[src/rtl/pc_fetch_unit.sv]
// pc_fetch_unit: program-counter register at the fetch end of the PC datapath.
// Selects the next PC from the sequential value (PCAddResult) or a redirect
// (jr/jalr, taken branch, j/jal). It holds the PC during stalls and parks any
// redirect that arrives mid-stall until the stall releases.
// Optional feature macro: PC_EXC_VECTOR_EN adds an Exception input that forces
// the PC to EXC_VECTOR, overriding stalls and any parked redirect.
module pc_fetch_unit #(
    parameter logic [31:0] RESET_PC   = 32'h0000_0000,
    parameter logic [31:0] EXC_VECTOR = 32'h8000_0180
) (
    input  logic        Clk,
    input  logic        Reset,
    input  logic [31:0] PCAddResult,
    input  logic        Stall,
    input  logic        BranchTaken,
    input  logic [31:0] BranchTarget,
    input  logic        Jump,
    input  logic [25:0] JumpIndex,
    input  logic        JumpReg,
    input  logic [31:0] JumpRegTarget,
`ifdef PC_EXC_VECTOR_EN
    input  logic        Exception,
`endif
    output logic [31:0] PCResult,
    output logic        PCValid,
    output logic        RedirectPending,
    output logic        Misaligned
);

    typedef enum logic [1:0] {
        BOOT = 2'd0,
        RUN  = 2'd1,
        HOLD = 2'd2
    } state_t;

    state_t      state;
    logic [31:0] pending;

    logic        redir;
    logic [31:0] jump_tgt;
    logic [31:0] raw_tgt;
    logic [31:0] redir_tgt;
    logic        redir_mis;
    logic        take_exc;

`ifdef PC_EXC_VECTOR_EN
    assign take_exc = Exception && (state != BOOT);
`else
    // No exception path in this build; the vector parameter is kept only so
    // both builds share one parameter list.
    logic unused_exc_vector;
    assign unused_exc_vector = ^EXC_VECTOR;
    assign take_exc          = 1'b0;
`endif

    // Redirect target selection: JumpReg > BranchTaken > Jump, low bits forced to 0.
    always_comb begin
        redir    = JumpReg | BranchTaken | Jump;
        jump_tgt = {PCAddResult[31:28], JumpIndex, 2'b00};
        if (JumpReg)
            raw_tgt = JumpRegTarget;
        else if (BranchTaken)
            raw_tgt = BranchTarget;
        else
            raw_tgt = jump_tgt;
        redir_tgt = {raw_tgt[31:2], 2'b00};
        // Jump targets are aligned by construction, so only jr/branch can trip this.
        redir_mis = redir && (raw_tgt[1:0] != 2'b00);
    end

    // PC state machine with registered outputs and the sticky misalignment flag.
    always_ff @(posedge Clk or negedge Reset) begin
        if (!Reset) begin
            state           <= BOOT;
            PCResult        <= RESET_PC;
            PCValid         <= 1'b0;
            RedirectPending <= 1'b0;
            Misaligned      <= 1'b0;
            pending         <= 32'h0;
        end else if (take_exc) begin
`ifdef PC_EXC_VECTOR_EN
            PCResult        <= EXC_VECTOR;
`endif
            pending         <= 32'h0;
            RedirectPending <= 1'b0;
            state           <= RUN;
        end else begin
            // Any redirect acted on (loaded or parked) with bad low bits is flagged.
            if (state != BOOT && redir_mis)
                Misaligned <= 1'b1;

            case (state)
                BOOT: begin
                    // One settling cycle: PC stays at RESET_PC, inputs ignored.
                    state   <= RUN;
                    PCValid <= 1'b1;
                end
                RUN: begin
                    if (Stall) begin
                        if (redir) begin
                            pending         <= redir_tgt;
                            RedirectPending <= 1'b1;
                            state           <= HOLD;
                        end
                    end else begin
                        PCResult <= redir ? redir_tgt : PCAddResult;
                    end
                end
                HOLD: begin
                    if (Stall) begin
                        // Newest redirect replaces the parked one.
                        if (redir)
                            pending <= redir_tgt;
                    end else begin
                        // A redirect arriving on the release cycle beats the parked one.
                        PCResult        <= redir ? redir_tgt : pending;
                        RedirectPending <= 1'b0;
                        state           <= RUN;
                    end
                end
                default: begin
                    state           <= BOOT;
                    PCValid         <= 1'b0;
                    RedirectPending <= 1'b0;
                end
            endcase
        end
    end

endmodule

[config.mk]
export PLATFORM = sky130hd
export DESIGN_NAME = pc_fetch_unit
export DESIGN_NICKNAME = d
export VERILOG_FILES = /design/src/rtl/pc_fetch_unit.sv
export SDC_FILE = /design/constraint.sdc
export NUM_CORES = 1
export LEC_CHECK = 0
export BUFFER_PORTS_ARGS = -buffer_cell sky130_fd_sc_hd__clkbuf_2
export CORE_UTILIZATION = 44
export DETAILED_ROUTE_END_ITERATION = 6
export HOLD_SLACK_MARGIN = 0.02
export PLACE_DENSITY = 0.77
export SYNTH_ARGS = -nofsm -noshare
export SYNTH_HDL_FRONTEND = slang
export SYNTH_SLANG_ARGS = --single-unit
[constraint.sdc]
create_clock -name Clk -period 1.6 [get_ports Clk]
set_input_delay 0.32 -clock Clk [delete_from_list [all_inputs] [get_ports Clk]]
set_output_delay 0.32 -clock Clk [all_outputs]
set_load 0.01 [all_outputs]
Yosys cells after proc, flatten, opt, wreduce, memory -nomap -nowiden --
Index checks and enable logic that the tools add are counted.
Word-level totals: flip-flop bits (word level) 69, input bits 128, output and inout port bits 35, word-level logic and storage cells 42
Cells by class: eq/ne operators 6, muxes and demuxes 16, bitwise operators 3, reduce and logical (&&, ||, !) cells 11
Operators by type and width (count):
- 32-bit two-way mux | 6
- 32-bit one-hot mux with 2 select lines | 1
- 2-bit != test (second input constant) | 4
- 2-bit two-way mux | 3
- 2-bit one-hot mux with 3 select lines | 1
- 3-bit AND reduction | 2
- 2-bit nonzero test | 3
- 4-bit AND reduction | 1
- 1-bit two-way mux | 3
- 1-bit one-hot mux with 3 select lines | 1
- 2-bit by 1-bit == test with 1-bit output (second input constant) | 1
- 2-bit == test (second input constant) | 1
- 1-bit logical AND | 2
- 2-bit logical NOT | 1
- 1-bit bitwise OR | 2
- 1-bit one-hot mux with 2 select lines | 1
- 2-bit AND reduction | 1
- 2-bit OR reduction | 1
- 1-bit NOT | 1

Depth between registers and ports, before layout --
Gate-level depths: netlist (run 1).
depth after elaboration 5, depth in mapped cells 8, gate-level depth less buffers 5

Worst setup path after synthesis (run 1) --
OpenSTA, ideal clock, no wires.
kind flip-flop to flip-flop, from register state[0], to register state[0], data arrival time 1.577 ns, data required time 1.475 ns, path slack -0.101 ns, stages on the path, launching flop included 7, path buffers 2, clock period less this slack 1.701 ns, path through dfrtp_1 inv_1 ha_1 buf_2 buf_2 a22oi_1 mux2_2
On the way: longest elaborated chain between the ends 3, elaborated cells between the ends (all ways) 8
Ends and longest elaborated chain:
- start, declared | line 36 | state_t state;
- start signal, assigned | line 74 | state <= BOOT;
- start signal, assigned | line 86 | state <= RUN;
- start signal, assigned | line 95 | state <= RUN;
- 2-bit by 1-bit == test with 1-bit output or 2-bit == test (tied branches) | line 92 | case (state)
- 2-bit != test (no line)
- 3-bit AND reduction (no line)
Parallel ways exist; a longest one is shown, timed or not. A chain may end at the register's enable or synchronous reset.

Worst setup path in the final report (run 1) --
from register state[1], to register pending[14]
On the way: longest elaborated chain between the ends 3, elaborated cells between the ends (all ways) 4
Ends and longest elaborated chain:
- 2-bit == test or 2-bit by 1-bit == test with 1-bit output (tied branches) | line 92
- 2-bit OR reduction (no line) (*)
- 2-bit AND reduction (no line) (*)
- end signal, assigned | line 101 | pending <= redir_tgt;
- end signal, assigned | line 113 | pending <= redir_tgt;
- end, declared | line 37 | logic [31:0] pending;
Mark *: on every way between the ends. The rest lies on a longest branch, timed or not.

==> results of run 1 <==
## layout make-up
cell class	instances	area share, %
flip-flops and latches	69	33.63
multi-input cells	273	38.91
clock buffers	13	2.897
repair buffers	183	20.94
well taps	108	2.630
clock inverters	2	0.1948
inverters	11	0.8035
## metrics by stage
step	instance area (µm²)	hold slack (ns)	setup slack, ns	utilization, %	total power, mW
floorplan	3931	0.02441	0.004746	-	5.392
global placement	4882	0.3676	-0.001730	56.26	6.484
detailed placement	4882	0.3736	-0.06284	56.26	6.672
CTS	5061	0.2500	-0.01063	58.32	7.911
global route	5139	0.2925	0.002448	59.21	8.634
finish	5139	0.2534	0.05145	59.21	8.080
## how the worst max path moves through the flow
stage                                          end                  from  slack [ns]  cells after the start
after floorplan           PCResult[10]$_DFFE_PN0P_  state[0]$_DFFE_PN0P_       0.005                      7
after detailed placement    pending[3]$_DFFE_PN0P_  state[1]$_DFFE_PN0P_       -0.06                      5
after CTS                 PCResult[24]$_DFFE_PN0P_  state[0]$_DFFE_PN0P_       -0.01                      6
final                      pending[14]$_DFFE_PN0P_  state[1]$_DFFE_PN0P_        0.05                      5
after global routing      PCResult[28]$_DFFE_PN0P_  state[1]$_DFFE_PN0P_       0.002                      6
after global placement     pending[18]$_DFFE_PN0P_  state[1]$_DFFE_PN0P_      -0.002                      5
## power by group through the flow
stage               Combinational [mW]  Sequential (mW)  Clock [mW]
finish                            3.83             3.04        1.21
global route                      4.21             3.11        1.31
CTS                               3.66             3.02        1.23
detailed placement                3.64             3.03           0
global placement                  3.47             3.01           0
floorplan                         2.26             3.13           0
## critical path: cells and delay by family, from the launching register on
family / cells / cell delay [ns]
AOI/OAI and AO/OA: 1 / 0.22
DFF: 1 / 0.42
buffers and inverters: 2 / 0.31
adders and majority gates: 1 / 0.26
and+or+nand+nor: 1 / 0.22
## kinds of logic after synthesis
group                      share of synthesized area, %
buffers and inverters                             6.452
adders and majority gates                         1.597
muxes                                             9.486
DFF                                               44.08
and+or+nand+nor                                   12.23
AOI/OAI and AO/OA                                 26.16
## per-layer routing
metal / wire, µm / vias to the layer above / part of all wire, %
met2: 5384 / 141 / 50
met1: 4589 / 1793 / 42
li1: - / 1749 / -
met3: 711 / 12 / 6.6
met4: 143 / 0 / 1.3
met5: 0 / - / 0
## state kept, by name, indices dropped and copies added, names as in the netlist
name	count
state	2
PCResult	32
Misaligned	1
PCValid	1
pending	32
RedirectPending	1
## cell usage in the layout, fill, tap and decap left out
cell,count
clkbuf_1,3
o31ai_1,1
clkbuf_8,10
a22o_1,30
nand2_8,2
buf_4,12
buf_12,7
or3_1,1
buf_2,1
o21ai_0,7
dfrtp_1,68
ha_4,1
a31oi_1,6
nand3b_1,30
o21bai_1,1
mux2_2,9
nor2b_1,25
o22a_1,25
clkinv_2,2
mux2i_2,1
and2_4,1
inv_1,11
clkbuf_2,161
mux2i_1,26
o21ba_4,1
nor2_1,8
a22oi_2,1
clkbuf_16,1
nor3_1,1
o22ai_1,3
o2bb2ai_1,5
o21ai_1,19
nand2_1,7
a21oi_1,56
dfrtp_2,1
and2_1,2
ha_2,1
ha_1,3
dlygate4sd3_1,1
## timing repair
item / CTS / global route
hold buffers: 1 / 0
buffers inserted: 0 / 1
gates resized for setup: 2 / 7
setup endpoints to repair: 26 / 56
cloned: 0 / 2
endpoints found under the hold margin: 62 / 0
pin swaps: 0 / 1
==> impl_metrics.csv, run 1 <==
group,metric,value,unit
status,status,"finished, final reports clean",
global_route,antenna_found_initial,0,
synthesis,syn_area_per_cell,10.04,µm²
global_route,grtUsageMet3,4.028,%
hold_path,worstHoldEndpoint,"PCResult[0]$_DFFE_PN0P_",
setup_path,cp.arrival,1.78,ns
pwr,internal_power,5.124,mW
synthesis,syn-cell-area,3918,µm²
synthesis,seq_area_frac_synth,44.08,%
setup_path,slowest_delay,0.42,ns
clocking,cts.sinks,69,
setup_path,regToRegSetupSlack,0.05,ns
die,io_pins,163,
synthesis,synth_seq_cells,69,
final_layout,insertedDiodeCount,0,
sta,grt_setup_unrepaired,"no",
routing,drt_wl_total,10830,µm
placement,portBuffers,162,
sta,finalSetupViolations,0,
final_layout,nFillCells,780,
synthesis,ys_types,29,
synthesis,yosys_warnings,0,
hold_path,hp-start,"PCAddResult[0]",
die,start_util,45.14,%
die,die_x,96.36,µm
pwr,leakagePower,2.345,nW
final_layout,ff_latch_area,1728,µm²
routing,drc,0,
sta,drv_slew,0,
final_layout,areaGrowthSynthToFinish,31.17,%
clocking,clk_pin_slew_worst_paths,0.07,ns
pwr,p_comb_share,47.4,%
final_layout,nets,680,
setup_path,slowest_stage,"dfrtp_2",
global_route,overflow,0,
routing,final_antenna_net_count,0,
setup_path,worstRegToRegCells,5,
sta,max_clock_freq,0.6458,GHz
setup_path,path_class,"flop to flop",
global_route,grt_pass1_vias,3493,
job,drv_cap,0,
synthesis,ys_top_cells_by_area,"dfrtp_1, a21oi_1, mux2i_1",
sta,fin_skew,0.006637,ns
hold_path,hold_path_class,"input pin to flop",
global_route,grt_max_degree,70,
routing,drt_iter0_drc,137,
die,dieArea,9284,µm²
synthesis,async_reset_ff_share,100.0,%
placement,post-dp-hpwl,7477,µm
final_layout,drive_gt1_share,38.48,%
global_route,grtUsageTotal,23.68,%
setup_path,required,1.83,ns
setup_path,startpoint_type,"flop",
clocking,clk_latency,0.34,ns
pwr,switching_power,2.956,mW
setup_path,crit_path_max_fanout,14,
sta,layout_min_cycle_time,1.549,ns
hold_path,min_path_cells,3,
pwr,power_frac_seq,37.6,%
placement,dpl.cell_count,640,
routing,vias,3695,
synthesis,synth.most_common_cell,"dfrtp_1",
synthesis,synth_cells,390,
synthesis,synth_top_area_share,44.08,%
die,die_y,96.36,µm
global_route,grt_pass1_wl,16530,µm
placement,gp_congestion,0.7659,
routing,drt_first_pass_iters,4,
routing,routed_via_density,5.607,
pwr,power_density,1572,nW/µm²
die,num_rows,34,
global_route,busiest_layer,"met2",
clocking,cts_buffers,9,
sta,finalCritPeriodShare,96.78,%
sta,worst_slew_margin_rel,70.99,%
final_layout,multiInputGateArea,1999,µm²
pwr,p_sw_share,36.59,%
sta,hold_viol,0,
global_route,grt.met2_usage,41.19,%
setup_path,endpoint_kind,"flop",
synthesis,synth_edf_count,0,
final_layout,final_cells,659,
sta,worst_pin_slew,0.4352,ns
clocking,root_buffer,"clkbuf_8",
synthesis,ys.flop_type,"dfrtp_1",
synthesis,synth_area_leader_cell,"dfrtp_1",
clocking,htree_levels,3,
setup_path,worstReg2RegEnd,"pending[14]$_DFFE_PN0P_",
die,core-area,8678,µm²
routing,drt-wirelength-per-cell,16.43,µm
clocking,cts_tree,"built",
setup_path,path_cells,"inv_1 > ha_1 > and2_4 > buf_4 > a22o_1",
synthesis,postSynthNetCount,523,
setup_path,r2r-start,"state[1]$_DFFE_PN0P_",
pwr,ir_drop,0.0007136,V
synthesis,yosys-top-cells-count,"dfrtp_1, a21oi_1, a22o_1, nand3b_1, mux2i_1",
pwr,p_clk_share,15.0,%
clocking,clock_path_buffers,2,
sta,tns,0,ns
global_route,met1_usage,29.00,%
No activity file was read; power rests on OpenSTA's default activity.
==> inputs of run 2 (changes only) <==
Settings changed: REMOVE_ABC_BUFFERS from default to 1.
==> run 2 against run 1 <==
Compared with the run above:
- fmax is 0.91% higher
- core utilization up 1.3 points
- sequential share of layout area is 0.70 points lower
- first-iteration DRC count up 5.1%
- largest cell class unchanged
- critical path depth is 1 higher
- cell count increased by 1.2%
- global-route usage rose by 0.28 points
- via count hardly changed
- combinational power increased by 7.0%
==> impl_metrics.csv, run 2 (synthesis gave the netlist of run 1 again) <==
group,metric,value,unit
final_layout,layout_commonest_cell,"clkbuf_2",
placement,gp_congestion,0.7929,
global_route,grt_max_degree,70,
placement,portBuffers,162,
die,dieArea,9284,µm²
routing,drt_first_pass_iters,4,
sta,hold_viol,0,
final_layout,insertedDiodeCount,0,
hold_path,hp-start,"PCAddResult[1]",
pwr,ir_drop,0.0005778,V
die,io_pins,163,
final_layout,drive_gt1_share,39.36,%
sta,worst_slew_margin_rel,75.92,%
setup_path,cp.arrival,1.76,ns
hold_path,min_path_cells,3,
clocking,cts_tree,"built",
routing,vias,3696,
hold_path,hold_path_class,"input pin to flop",
sta,worst_pin_slew,0.3612,ns
clocking,clk_latency,0.34,ns
final_layout,top_regs,"PCResult x32, pending x32, state x2",
placement,dpl.cell_count,645,
final_layout,ff_latch_area,1728,µm²
sta,drv_slew,0,
sta,finalCritPeriodShare,95.91,%
die,num_rows,34,
setup_path,worstRegToRegCells,6,
setup_path,r2r-start,"state[1]$_DFFE_PN0P_",
setup_path,path_class,"flop to flop",
global_route,grtUsageTotal,23.96,%
setup_path,regToRegSetupSlack,0.07,ns
global_route,grt_pass1_wl,17040,µm
global_route,grt_pass1_vias,3650,
final_layout,multiInputGateArea,1972,µm²
setup_path,startpoint_type,"flop",
pwr,power_density,1594,nW/µm²
setup_path,worstReg2RegEnd,"PCResult[28]$_DFFE_PN0P_",
routing,final_antenna_net_count,0,
sta,finalSetupViolations,0,
job,drv_cap,0,
final_layout,areaGrowthSynthToFinish,33.95,%
clocking,root_buffer,"clkbuf_8",
final_layout,nFillCells,741,
setup_path,required,1.82,ns
die,die_y,96.36,µm
final_layout,finalInstanceArea,5248,µm²
sta,max_clock_freq,0.6517,GHz
setup_path,endpoint_kind,"flop",
sta,setup_slack,0.06547,ns
clocking,cts_buffers,9,
die,die_x,96.36,µm
routing,routed_via_density,5.541,
routing,drt_wl_total,11120,µm
clocking,htree_levels,3,
sta,tns,0,ns
routing,drc,0,
placement,preCtsSetupSlack,0.004134,ns
pwr,leakagePower,2.412,nW
die,start_util,45.14,%
status,status,"finished, final reports clean",
clocking,clk_pin_slew_worst_paths,0.07,ns
global_route,overflow,0,
placement,post-dp-hpwl,7700,µm
hold_path,worstHoldEndpoint,"PCResult[1]$_DFFE_PN0P_",
routing,drt_iter0_drc,144,
global_route,antenna_found_initial,0,
placement,post_dp_cell_area,4915,µm²
final_layout,nets,688,
sta,layout_min_cycle_time,1.535,ns
sta,fin_skew,0.01224,ns
clocking,clock_path_buffers,2,
final_layout,final_cell_mix,"clkbuf_2, dfrtp_1, a21oi_1",
clocking,cts.sinks,69,
setup_path,crit_path_max_fanout,7,
final_layout,final_cells,667,
routing,drt-wirelength-per-cell,16.68,µm
die,core-area,8678,µm²
==> run 2: worst max-delay path, cell delays in order (launching register included) <==
cell and delay, ns:
dfrtp_2 0.46, inv_4 0.09, ha_4 0.14, o21ba_4 0.30, clkbuf_16 0.20, o21ai_0 0.07
o22a_1 0.15
==> run 2: worst max-delay path by stage <==
stage | cells past startpoint | slack (ns) | from | to
floorplan | 5 | -1.81 | state[0]$_DFFE_PN0P_ | PCResult[24]$_DFFE_PN0P_
global placement | 6 | 0.1 | state[1]$_DFFE_PN0P_ | pending[13]$_DFFE_PN0P_
detailed placement | 6 | 0.004 | state[0]$_DFFE_PN0P_ | PCResult[24]$_DFFE_PN0P_
CTS | 6 | 0.03 | state[0]$_DFFE_PN0P_ | PCResult[12]$_DFFE_PN0P_
global route | 6 | -0.009 | state[1]$_DFFE_PN0P_ | PCResult[17]$_DFFE_PN0P_
finish | 6 | 0.07 | state[1]$_DFFE_PN0P_ | PCResult[28]$_DFFE_PN0P_
==> run 2: metrics by stage <==
step / hold WS (ns) / utilization (%) / total power, mW
after floorplan: 0.02441 / - / 5.170
after global placement: 0.3684 / 56.63 / 6.556
after detailed placement: 0.3693 / 56.63 / 6.758
after CTS: 0.2802 / 59.03 / 8.111
after global routing: 0.2944 / 60.47 / 8.915
final: 0.2988 / 60.47 / 8.365
==> run 2: repair_timing <==
item                                    in CTS  in global routing
gates resized for setup                      4                  8
setup buffers                                0                  1
gates cloned                                 1                  4
pin swaps                                    0                  2
endpoints found under the setup margin       3                 40
hold endpoints to repair                    52                  0
hold buffers                                 1                  0
==> run 2: cell type report <==
class                           count  share of cell area, %
Multi-Input combinational cell    272                  37.58
Sequential cell                    69                  32.93
Timing Repair Buffer              192                  23.06
Clock buffer                       13                  2.837
Tap cell                          108                  2.575
Inverter                           11                 0.8345
Clock inverter                      2                 0.1907
==> run 2: routing by layer <==
| metal | track usage (%) | routed length [µm] | up-vias |
|---|---|---|---|
| li1 | - | - | 1766 |
| met5 | 0 | 0 | - |
| met2 | 40.78 | 5646 | 132 |
| met4 | 8.701 | 141 | 0 |
| met1 | 30.96 | 4772 | 1783 |
| met3 | 3.476 | 563 | 15 |
==> run 2: where the power goes <==
| part | switching, mW | internal [mW] | leakage, nW |
|---|---|---|---|
| sequential | 0.488 | 2.56 | 0.807 |
| clock | 0.618 | 0.594 | 0.0833 |
| combinational | 1.93 | 2.18 | 1.52 |
| total | 3.03 | 5.33 | 2.41 |
